**src/rtl/alu_nibble_sequencer_if.sv**
```systemverilog
// Bundle of request, slice-side and result signals of the nibble sequencer.
// The master modport is the sequencer itself. The slave modport is the
// environment around it: the control unit, the 4-bit ALU slice and the
// result consumer.
interface alu_nibble_sequencer_if #(
    parameter int WIDTH = 16
);
    // Request from the control unit
    logic             start_valid;
    logic             start_ready;
    logic [WIDTH-1:0] op_a;
    logic [WIDTH-1:0] op_b;
    logic [3:0]       op_s;
    logic             op_m;
    logic             op_cin;

    // Nibble-wide traffic to and from the external ALU slice
    logic [3:0]       alu_a;
    logic [3:0]       alu_b;
    logic [3:0]       alu_s;
    logic             alu_m;
    logic             alu_pin;
    logic [3:0]       alu_r;
    logic [3:0]       alu_p;

    // Assembled result towards the consumer
    logic             res_valid;
    logic             res_ready;
    logic [WIDTH-1:0] res_r;
    logic             res_cout;
    logic             busy;

    modport master (
        input  start_valid, op_a, op_b, op_s, op_m, op_cin,
        input  alu_r, alu_p, res_ready,
        output start_ready, alu_a, alu_b, alu_s, alu_m, alu_pin,
        output res_valid, res_r, res_cout, busy
    );

    modport slave (
        output start_valid, op_a, op_b, op_s, op_m, op_cin,
        output alu_r, alu_p, res_ready,
        input  start_ready, alu_a, alu_b, alu_s, alu_m, alu_pin,
        input  res_valid, res_r, res_cout, busy
    );
endinterface

```
**src/rtl/alu_nibble_sequencer.sv**
```systemverilog
// Drives a WIDTH-bit operation through one external 4-bit ALU slice, one
// nibble per cycle, LSB nibble first. The slice carry is chained between
// nibbles. The result and the final carry are collected in registers.
// Every slice-side output comes straight from a flop. The operand registers
// shift right, so the next nibble is always sitting in bits [3:0].
module alu_nibble_sequencer #(
    parameter int WIDTH = 16
) (
    input  logic                  clk,
    input  logic                  rst_n,
    alu_nibble_sequencer_if.master bus
);
    localparam int NIBBLES = WIDTH / 4;
    localparam int IDX_W   = (NIBBLES > 1) ? $clog2(NIBBLES) : 1;
    localparam logic [IDX_W-1:0] LAST_IDX = IDX_W'(NIBBLES - 1);

    if ((WIDTH % 4 != 0) || (WIDTH < 4)) begin : g_width_check
        $error("alu_nibble_sequencer: WIDTH must be a multiple of 4 and >= 4");
    end

    typedef enum logic [1:0] {
        IDLE = 2'd0,
        RUN  = 2'd1,
        DONE = 2'd2
    } state_t;

    state_t           r_state;
    logic [IDX_W-1:0] r_idx;
    logic [WIDTH-1:0] r_a_rem;     // operand A nibbles not yet issued
    logic [WIDTH-1:0] r_b_rem;     // operand B nibbles not yet issued
    logic [3:0]       r_alu_a;
    logic [3:0]       r_alu_b;
    logic [3:0]       r_alu_s;
    logic             r_alu_m;
    logic             r_alu_pin;   // inter-nibble carry register, also the slice carry-in
    logic [WIDTH-1:0] r_res;
    logic             r_res_cout;
    logic             r_res_valid;
    logic             r_start_ready;
    logic             r_busy;

    // Only the nibble carry-out of the slice is used. The internal ripple
    // carries are accepted on the port but are not needed here.
    logic w_unused_p;
    assign w_unused_p = ^bus.alu_p[2:0];

    assign bus.alu_a       = r_alu_a;
    assign bus.alu_b       = r_alu_b;
    assign bus.alu_s       = r_alu_s;
    assign bus.alu_m       = r_alu_m;
    assign bus.alu_pin     = r_alu_pin;
    assign bus.res_r       = r_res;
    assign bus.res_cout    = r_res_cout;
    assign bus.res_valid   = r_res_valid;
    assign bus.start_ready = r_start_ready;
    assign bus.busy        = r_busy;

    // Sequencer FSM with registered outputs: accept, issue nibbles, hold result
    always_ff @(posedge clk or negedge rst_n) begin
        // NOTE: every register here, including the result and operand storage, is
        // cleared by reset. A reset mid-operation therefore leaves no stale data
        // on res_r or on the slice bus.
        if (!rst_n) begin
            r_state       <= IDLE;
            r_idx         <= '0;
            r_a_rem       <= '0;
            r_b_rem       <= '0;
            r_alu_a       <= '0;
            r_alu_b       <= '0;
            r_alu_s       <= '0;
            r_alu_m       <= 1'b0;
            r_alu_pin     <= 1'b0;
            r_res         <= '0;
            r_res_cout    <= 1'b0;
            r_res_valid   <= 1'b0;
            r_start_ready <= 1'b1;
            r_busy        <= 1'b0;
        end else begin
            // NOTE: non-blocking assignments only. Every right-hand side sees the
            // pre-edge value, so the nibble index and the shift registers advance together.
            case (r_state)
                IDLE: begin
                    if (bus.start_valid) begin
                        r_alu_a       <= bus.op_a[3:0];
                        r_alu_b       <= bus.op_b[3:0];
                        r_a_rem       <= bus.op_a >> 4;
                        r_b_rem       <= bus.op_b >> 4;
                        r_alu_s       <= bus.op_s;
                        r_alu_m       <= bus.op_m;
                        r_alu_pin     <= bus.op_cin;
                        r_idx         <= '0;
                        r_res         <= '0;
                        r_start_ready <= 1'b0;
                        r_busy        <= 1'b1;
                        r_state       <= RUN;
                    end
                end

                RUN: begin
                    r_res[4*r_idx +: 4] <= bus.alu_r;
                    if (r_idx == LAST_IDX) begin
                        // Last nibble: record the carry-out and blank the slice bus.
                        r_res_cout  <= bus.alu_p[3];
                        r_alu_a     <= '0;
                        r_alu_b     <= '0;
                        r_alu_s     <= '0;
                        r_alu_m     <= 1'b0;
                        r_alu_pin   <= 1'b0;
                        r_res_valid <= 1'b1;
                        r_state     <= DONE;
                    end else begin
                        r_idx     <= r_idx + 1'b1;
                        r_alu_a   <= r_a_rem[3:0];
                        r_alu_b   <= r_b_rem[3:0];
                        r_a_rem   <= r_a_rem >> 4;
                        r_b_rem   <= r_b_rem >> 4;
                        r_alu_pin <= bus.alu_p[3];
                    end
                end

                DONE: begin
                    if (bus.res_ready) begin
                        r_res_valid   <= 1'b0;
                        r_busy        <= 1'b0;
                        r_start_ready <= 1'b1;
                        r_state       <= IDLE;
                    end
                end

                default: begin
                    r_state       <= IDLE;
                    r_res_valid   <= 1'b0;
                    r_busy        <= 1'b0;
                    r_start_ready <= 1'b1;
                end
            endcase
        end
    end
endmodule

```
**src/flat_wrapper.sv**
```systemverilog
// flat-port wrapper written by rule: the top's interface ports become plain ports
module alu_nibble_sequencer_flat 
#(
    parameter int WIDTH = 16
)
  (clk, rst_n, bus_start_valid, bus_op_a, bus_op_b, bus_op_s, bus_op_m, bus_op_cin, bus_alu_r, bus_alu_p, bus_res_ready, bus_start_ready, bus_alu_a, bus_alu_b, bus_alu_s, bus_alu_m, bus_alu_pin, bus_res_valid, bus_res_r, bus_res_cout, bus_busy);
  alu_nibble_sequencer_if #(.WIDTH(WIDTH)) bus_i ();
  input  logic clk;
  input  logic rst_n;
  input wire logic [$bits(bus_i.start_valid)-1:0] bus_start_valid;
  input wire logic [$bits(bus_i.op_a)-1:0] bus_op_a;
  input wire logic [$bits(bus_i.op_b)-1:0] bus_op_b;
  input wire logic [$bits(bus_i.op_s)-1:0] bus_op_s;
  input wire logic [$bits(bus_i.op_m)-1:0] bus_op_m;
  input wire logic [$bits(bus_i.op_cin)-1:0] bus_op_cin;
  input wire logic [$bits(bus_i.alu_r)-1:0] bus_alu_r;
  input wire logic [$bits(bus_i.alu_p)-1:0] bus_alu_p;
  input wire logic [$bits(bus_i.res_ready)-1:0] bus_res_ready;
  output wire logic [$bits(bus_i.start_ready)-1:0] bus_start_ready;
  output wire logic [$bits(bus_i.alu_a)-1:0] bus_alu_a;
  output wire logic [$bits(bus_i.alu_b)-1:0] bus_alu_b;
  output wire logic [$bits(bus_i.alu_s)-1:0] bus_alu_s;
  output wire logic [$bits(bus_i.alu_m)-1:0] bus_alu_m;
  output wire logic [$bits(bus_i.alu_pin)-1:0] bus_alu_pin;
  output wire logic [$bits(bus_i.res_valid)-1:0] bus_res_valid;
  output wire logic [$bits(bus_i.res_r)-1:0] bus_res_r;
  output wire logic [$bits(bus_i.res_cout)-1:0] bus_res_cout;
  output wire logic [$bits(bus_i.busy)-1:0] bus_busy;
  assign bus_i.start_valid = bus_start_valid;
  assign bus_i.op_a = bus_op_a;
  assign bus_i.op_b = bus_op_b;
  assign bus_i.op_s = bus_op_s;
  assign bus_i.op_m = bus_op_m;
  assign bus_i.op_cin = bus_op_cin;
  assign bus_i.alu_r = bus_alu_r;
  assign bus_i.alu_p = bus_alu_p;
  assign bus_i.res_ready = bus_res_ready;
  assign bus_start_ready = bus_i.start_ready;
  assign bus_alu_a = bus_i.alu_a;
  assign bus_alu_b = bus_i.alu_b;
  assign bus_alu_s = bus_i.alu_s;
  assign bus_alu_m = bus_i.alu_m;
  assign bus_alu_pin = bus_i.alu_pin;
  assign bus_res_valid = bus_i.res_valid;
  assign bus_res_r = bus_i.res_r;
  assign bus_res_cout = bus_i.res_cout;
  assign bus_busy = bus_i.busy;
  alu_nibble_sequencer #(.WIDTH(WIDTH)) u_core (.clk(clk), .rst_n(rst_n), .bus(bus_i));
endmodule
```
**config.mk**
```make
export PLATFORM = sky130hd
export DESIGN_NAME = alu_nibble_sequencer_flat
export DESIGN_NICKNAME = d
export VERILOG_FILES = /design/src/rtl/alu_nibble_sequencer_if.sv /design/src/rtl/alu_nibble_sequencer.sv /design/src/flat_wrapper.sv
export SDC_FILE = /design/constraint.sdc
export NUM_CORES = 1
export LEC_CHECK = 0
export ABC_AREA = 1
export BUFFER_PORTS_ARGS = -buffer_cell sky130_fd_sc_hd__buf_2
export CORE_UTILIZATION = 52
export DETAILED_ROUTE_END_ITERATION = 10
export PLACE_DENSITY = 0.79
export SKIP_LAST_GASP = 1
export SYNTH_ARGS = -nofsm -noshare
export SYNTH_HDL_FRONTEND = slang
export SYNTH_SLANG_ARGS = --single-unit
```
**constraint.sdc**
```tcl
create_clock -name clk -period 1.9 [get_ports clk]
set_clock_uncertainty 0.05 [all_clocks]
set_input_delay 0 -clock clk [delete_from_list [all_inputs] [get_ports clk]]
set_output_delay 0 -clock clk [all_outputs]
set_load 0.01 [all_outputs]
```
==> flow_summary_export.csv <==
group,metric,value,unit
outcome,outcome,"finished, final reports clean",
worst_setup_path,ff2ff_setup_slack,0.19,ns
placed_design,detailed_place_hpwl,4780,um
worst_setup_path,r2r-start,"u_core.r_idx[0]$_DFFE_PN0P_",
cells_and_area,fin_nets,583,
logic_synthesis,synth_top_area_share,50.2,%
worst_setup_path,path_buf_inv,1,
die,fp.dieH,78.5,um
timing,totalNegativeSetupSlack,0,ns
clock_network,cts_sinks,62,
global_route,grt_usage,26.6,%
cells_and_area,final_cell_area,4150,um^2
cells_and_area,multi_input_comb_area,1270,um^2
clock_network,cts_tree,"yes",
cells_and_area,drive_above_1_share,21.8,%
routing,drt_iter0_markers,217,
run,cap_violations,0,
die,io_pins,84,
timing,setup_violations_final,0,
cells_and_area,layout_common_cells,"sky130_fd_sc_hd__nand2_1, sky130_fd_sc_hd__buf_2, sky130_fd_sc_hd__dfrtp_1, sky130_fd_sc_hd__nand3_1, sky130_fd_sc_hd__dlygate4sd3_1",
die,core,5570,um^2
die,fp-row-count,27,
die,die_w,78.5,um
logic_synthesis,synthCells,397,
placed_design,placedCellCount,543,
pwr,total_leakage_power,2.43,nW
timing,maxSlewViolCount,0,
routing,wl_per_cell,12.8,um
clock_network,clk_latency,0.33,ns
worst_setup_path,critical_path_cell_count,6,
worst_setup_path,critical_path.endpoint_type,"register",
timing,fin_crit_sh,89.9,%
placed_design,place.gp.congestion,0.880,
logic_synthesis,syn-num-nets,453,
logic_synthesis,sequential_area_share_after_synthesis,51.1,%
logic_synthesis,avgSynthCellArea,7.66,um^2
worst_setup_path,r2r.worst_path.cells,6,
timing,worstMarginPinSlew,0.416,ns
worst_setup_path,worstPathRequired,2.12,ns
worst_setup_path,critical-path-top-delay-family,"simple AND/OR/NAND/NOR gates",
die,floorplan.initialDensity,54.5,%
routing,drc_errors,0,
clock_network,post_cts_buffers,0,
logic_synthesis,postSynthRegisterBits,62,
placed_design,placement.io_buffers,80,
routing,avgViaCountPerCell,4.95,
pwr,power_density,1420,nW/um^2
worst_setup_path,crit_slowest_cell,"sky130_fd_sc_hd__dfrtp_1",
worst_setup_path,worst_ep_arrival_time,1.93,ns
routing,drt_pass1_iterations,5,
logic_synthesis,synth.top_cells.by_area,"sky130_fd_sc_hd__dfrtp_1, sky130_fd_sc_hd__nand2_1, sky130_fd_sc_hd__nand3_1",
routing,detail-route-antenna-nets,0,
clock_network,cts.repair.resized,0,
worst_setup_path,timing.critical_path.from,"u_core.r_idx[0]$_DFFE_PN0P_",
routing,route.vias.total,2989,
cells_and_area,sequential_cell_area,1550,um^2
logic_synthesis,synthDistinctLibCells,22,
placed_design,post_dp_cell_area,3510,um^2
logic_synthesis,synth_area,3040,um^2
worst_setup_path,crit_fanout,10,
worst_setup_path,reg_to_reg_endpoint,"u_core.bus.res_r[8]$_DFFE_PN0P_",
clock_network,tritoncts.num_buffers,9,
timing,final.min_clock_period,1.71,ns
worst_setup_path,critPathMostFrequentCell,"sky130_fd_sc_hd__nand2_1",
cells_and_area,final_common_cell,"sky130_fd_sc_hd__nand2_1",
worst_setup_path,worstSetupStartpointType,"register",
timing,hold_ws,0.0861,ns
clock_network,cts-root-buf,"sky130_fd_sc_hd__clkbuf_8",
global_route,grt_first_pass_wirelength,12600,um
cells_and_area,antenna-diode-count,0,
clock_network,cts.reportedPaths.clkPinSlew,0.07,ns
cells_and_area,syn2layout_area_growth,36.6,%
worst_setup_path,slowest_delay,0.54,ns
timing,max_clock_freq,585,MHz
timing,finalHoldViolCount,0,
logic_synthesis,synth.largest_area_cell,"sky130_fd_sc_hd__dfrtp_1",
timing,maxSlewHeadroom,72.0,%
global_route,antenna_found_initial,0,
global_route,number_of_global_route_vias_before_repair,2813,
clock_network,clockBufferDepth,2,
timing,grt_setup_unrepaired,"false",
logic_synthesis,yosys_warnings,0,
global_route,grt-ovfl-total,0,
clock_network,cts.htree.levels,3,
die,dieArea,6160,um^2
worst_setup_path,critical_path_class,"reg2reg",
worst_setup_path,crit_end,"u_core.bus.res_r[8]$_DFFE_PN0P_",
cells_and_area,post_layout_nonfiller_instances,604,
routing,drt-total-wl,7730,um
worst_hold_path,worst_hold_path_type,"in2async",
cells_and_area,layout.filler_cells,446,
global_route,grt_max_degree,28,
worst_setup_path,timing.critical_path.cells,"inv_1, ha_1, nand3_1, nor2_1, nand2_1, nand2_1",
pwr,worst_ir_drop_vdd,1.05,mV
## worst min path at each step
| stage | from | endpoint | slack (ns) | cells past startpoint |
|---|---|---|---|---|
| 3_5_place_dp | rst_n | u_core.r_idx[1]$_DFFE_PN0P_ | -0.1 | 1 |
| 3_3_place_gp | rst_n | u_core.r_idx[1]$_DFFE_PN0P_ | -0.10 | 1 |
| 5_1_grt | bus_start_valid | u_core.bus.alu_b[1]$_DFFE_PN0P_ | 0.12 | 5 |
| 6_report | rst_n | u_core.bus.res_cout$_DFFE_PN0P_ | 0.09 | 2 |
| 2_1_floorplan | rst_n | u_core.bus.alu_a[0]$_DFFE_PN0P_ | -0.35 | 0 |
| 4_1_cts | rst_n | u_core.bus.res_cout$_DFFE_PN0P_ | 0.09 | 2 |
## Yosys cell counts (all sizes together)
cell,n
buf,15
nand3,56
clkbuf,1
dfrtp,61
o31ai,1
inv,29
a21oi,1
o21ai,7
nor2,18
nand2,201
ha,6
dfstp,1
## power by group
| group | total [mW] | internal [mW] | switching (mW) |
|---|---|---|---|
| logic | 2.69 | 0.949 | 1.74 |
| registers | 2.09 | 1.81 | 0.282 |
| clock network | 1.10 | 0.620 | 0.483 |
## metal layers
| metal | routed length (um) | global-route usage [%] | part of all wire, % | vias up |
|---|---|---|---|---|
| met3 | 448 | 4.77 | 5.8 | 15 |
| met1 | 3370 | 33.3 | 44 | 1386 |
| met5 | 0 | 0 | 0 | - |
| met2 | 3770 | 45.0 | 49 | 102 |
| met4 | 136 | 11.7 | 1.8 | 0 |
| li1 | - | - | - | 1486 |
## what timing repair did
item / 4_1_cts / 5_1_grt
setup endpoints to repair: 0 / 0
hold buffers: 45 / 0
endpoints found under the hold margin: 85 / 0
## kinds of logic after synthesis
family | Yosys count | synth area share, %
and+or+nand+nor | 275 | 37.7
adders and majority gates | 6 | 2.47
buffers and inverters | 45 | 7.04
AOI/OAI and AO/OA | 9 | 1.69
DFF | 62 | 51.1
## sequential cells by signal, summed over array words and instances (netlist names)
name / cells
u_core.r_idx: 2
u_core.bus.res_valid: 1
u_core.bus.alu_a: 4
u_core.bus.res_cout: 1
u_core.bus.alu_s: 4
u_core.bus.alu_pin: 1
u_core.r_a_rem: 12
u_core.bus.start_ready: 1
u_core.bus.alu_b: 4
u_core.r_b_rem: 12
u_core.bus.busy: 1
u_core.r_state: 2
u_core.bus.res_r: 16
u_core.bus.alu_m: 1
## area by class of cell
type	count	share of cell area, %
tap	72	2.17
inverter	29	2.62
timing repair buffer	135	22.6
sequential	62	37.4
multi-input combinational	290	30.7
clock buffer	16	4.58
## through the flow
stage                     total power, mW  setup WS (ns)  util [%]
after global placement               4.58          0.289      63.0
after floorplan                      3.96          0.485         -
after detailed placement             4.68          0.232      63.0
final                                5.88          0.191      74.5
after global routing                 6.34         0.0992      74.5
after CTS                            5.86          0.222      74.5
Power figures use the tool's default switching activity.
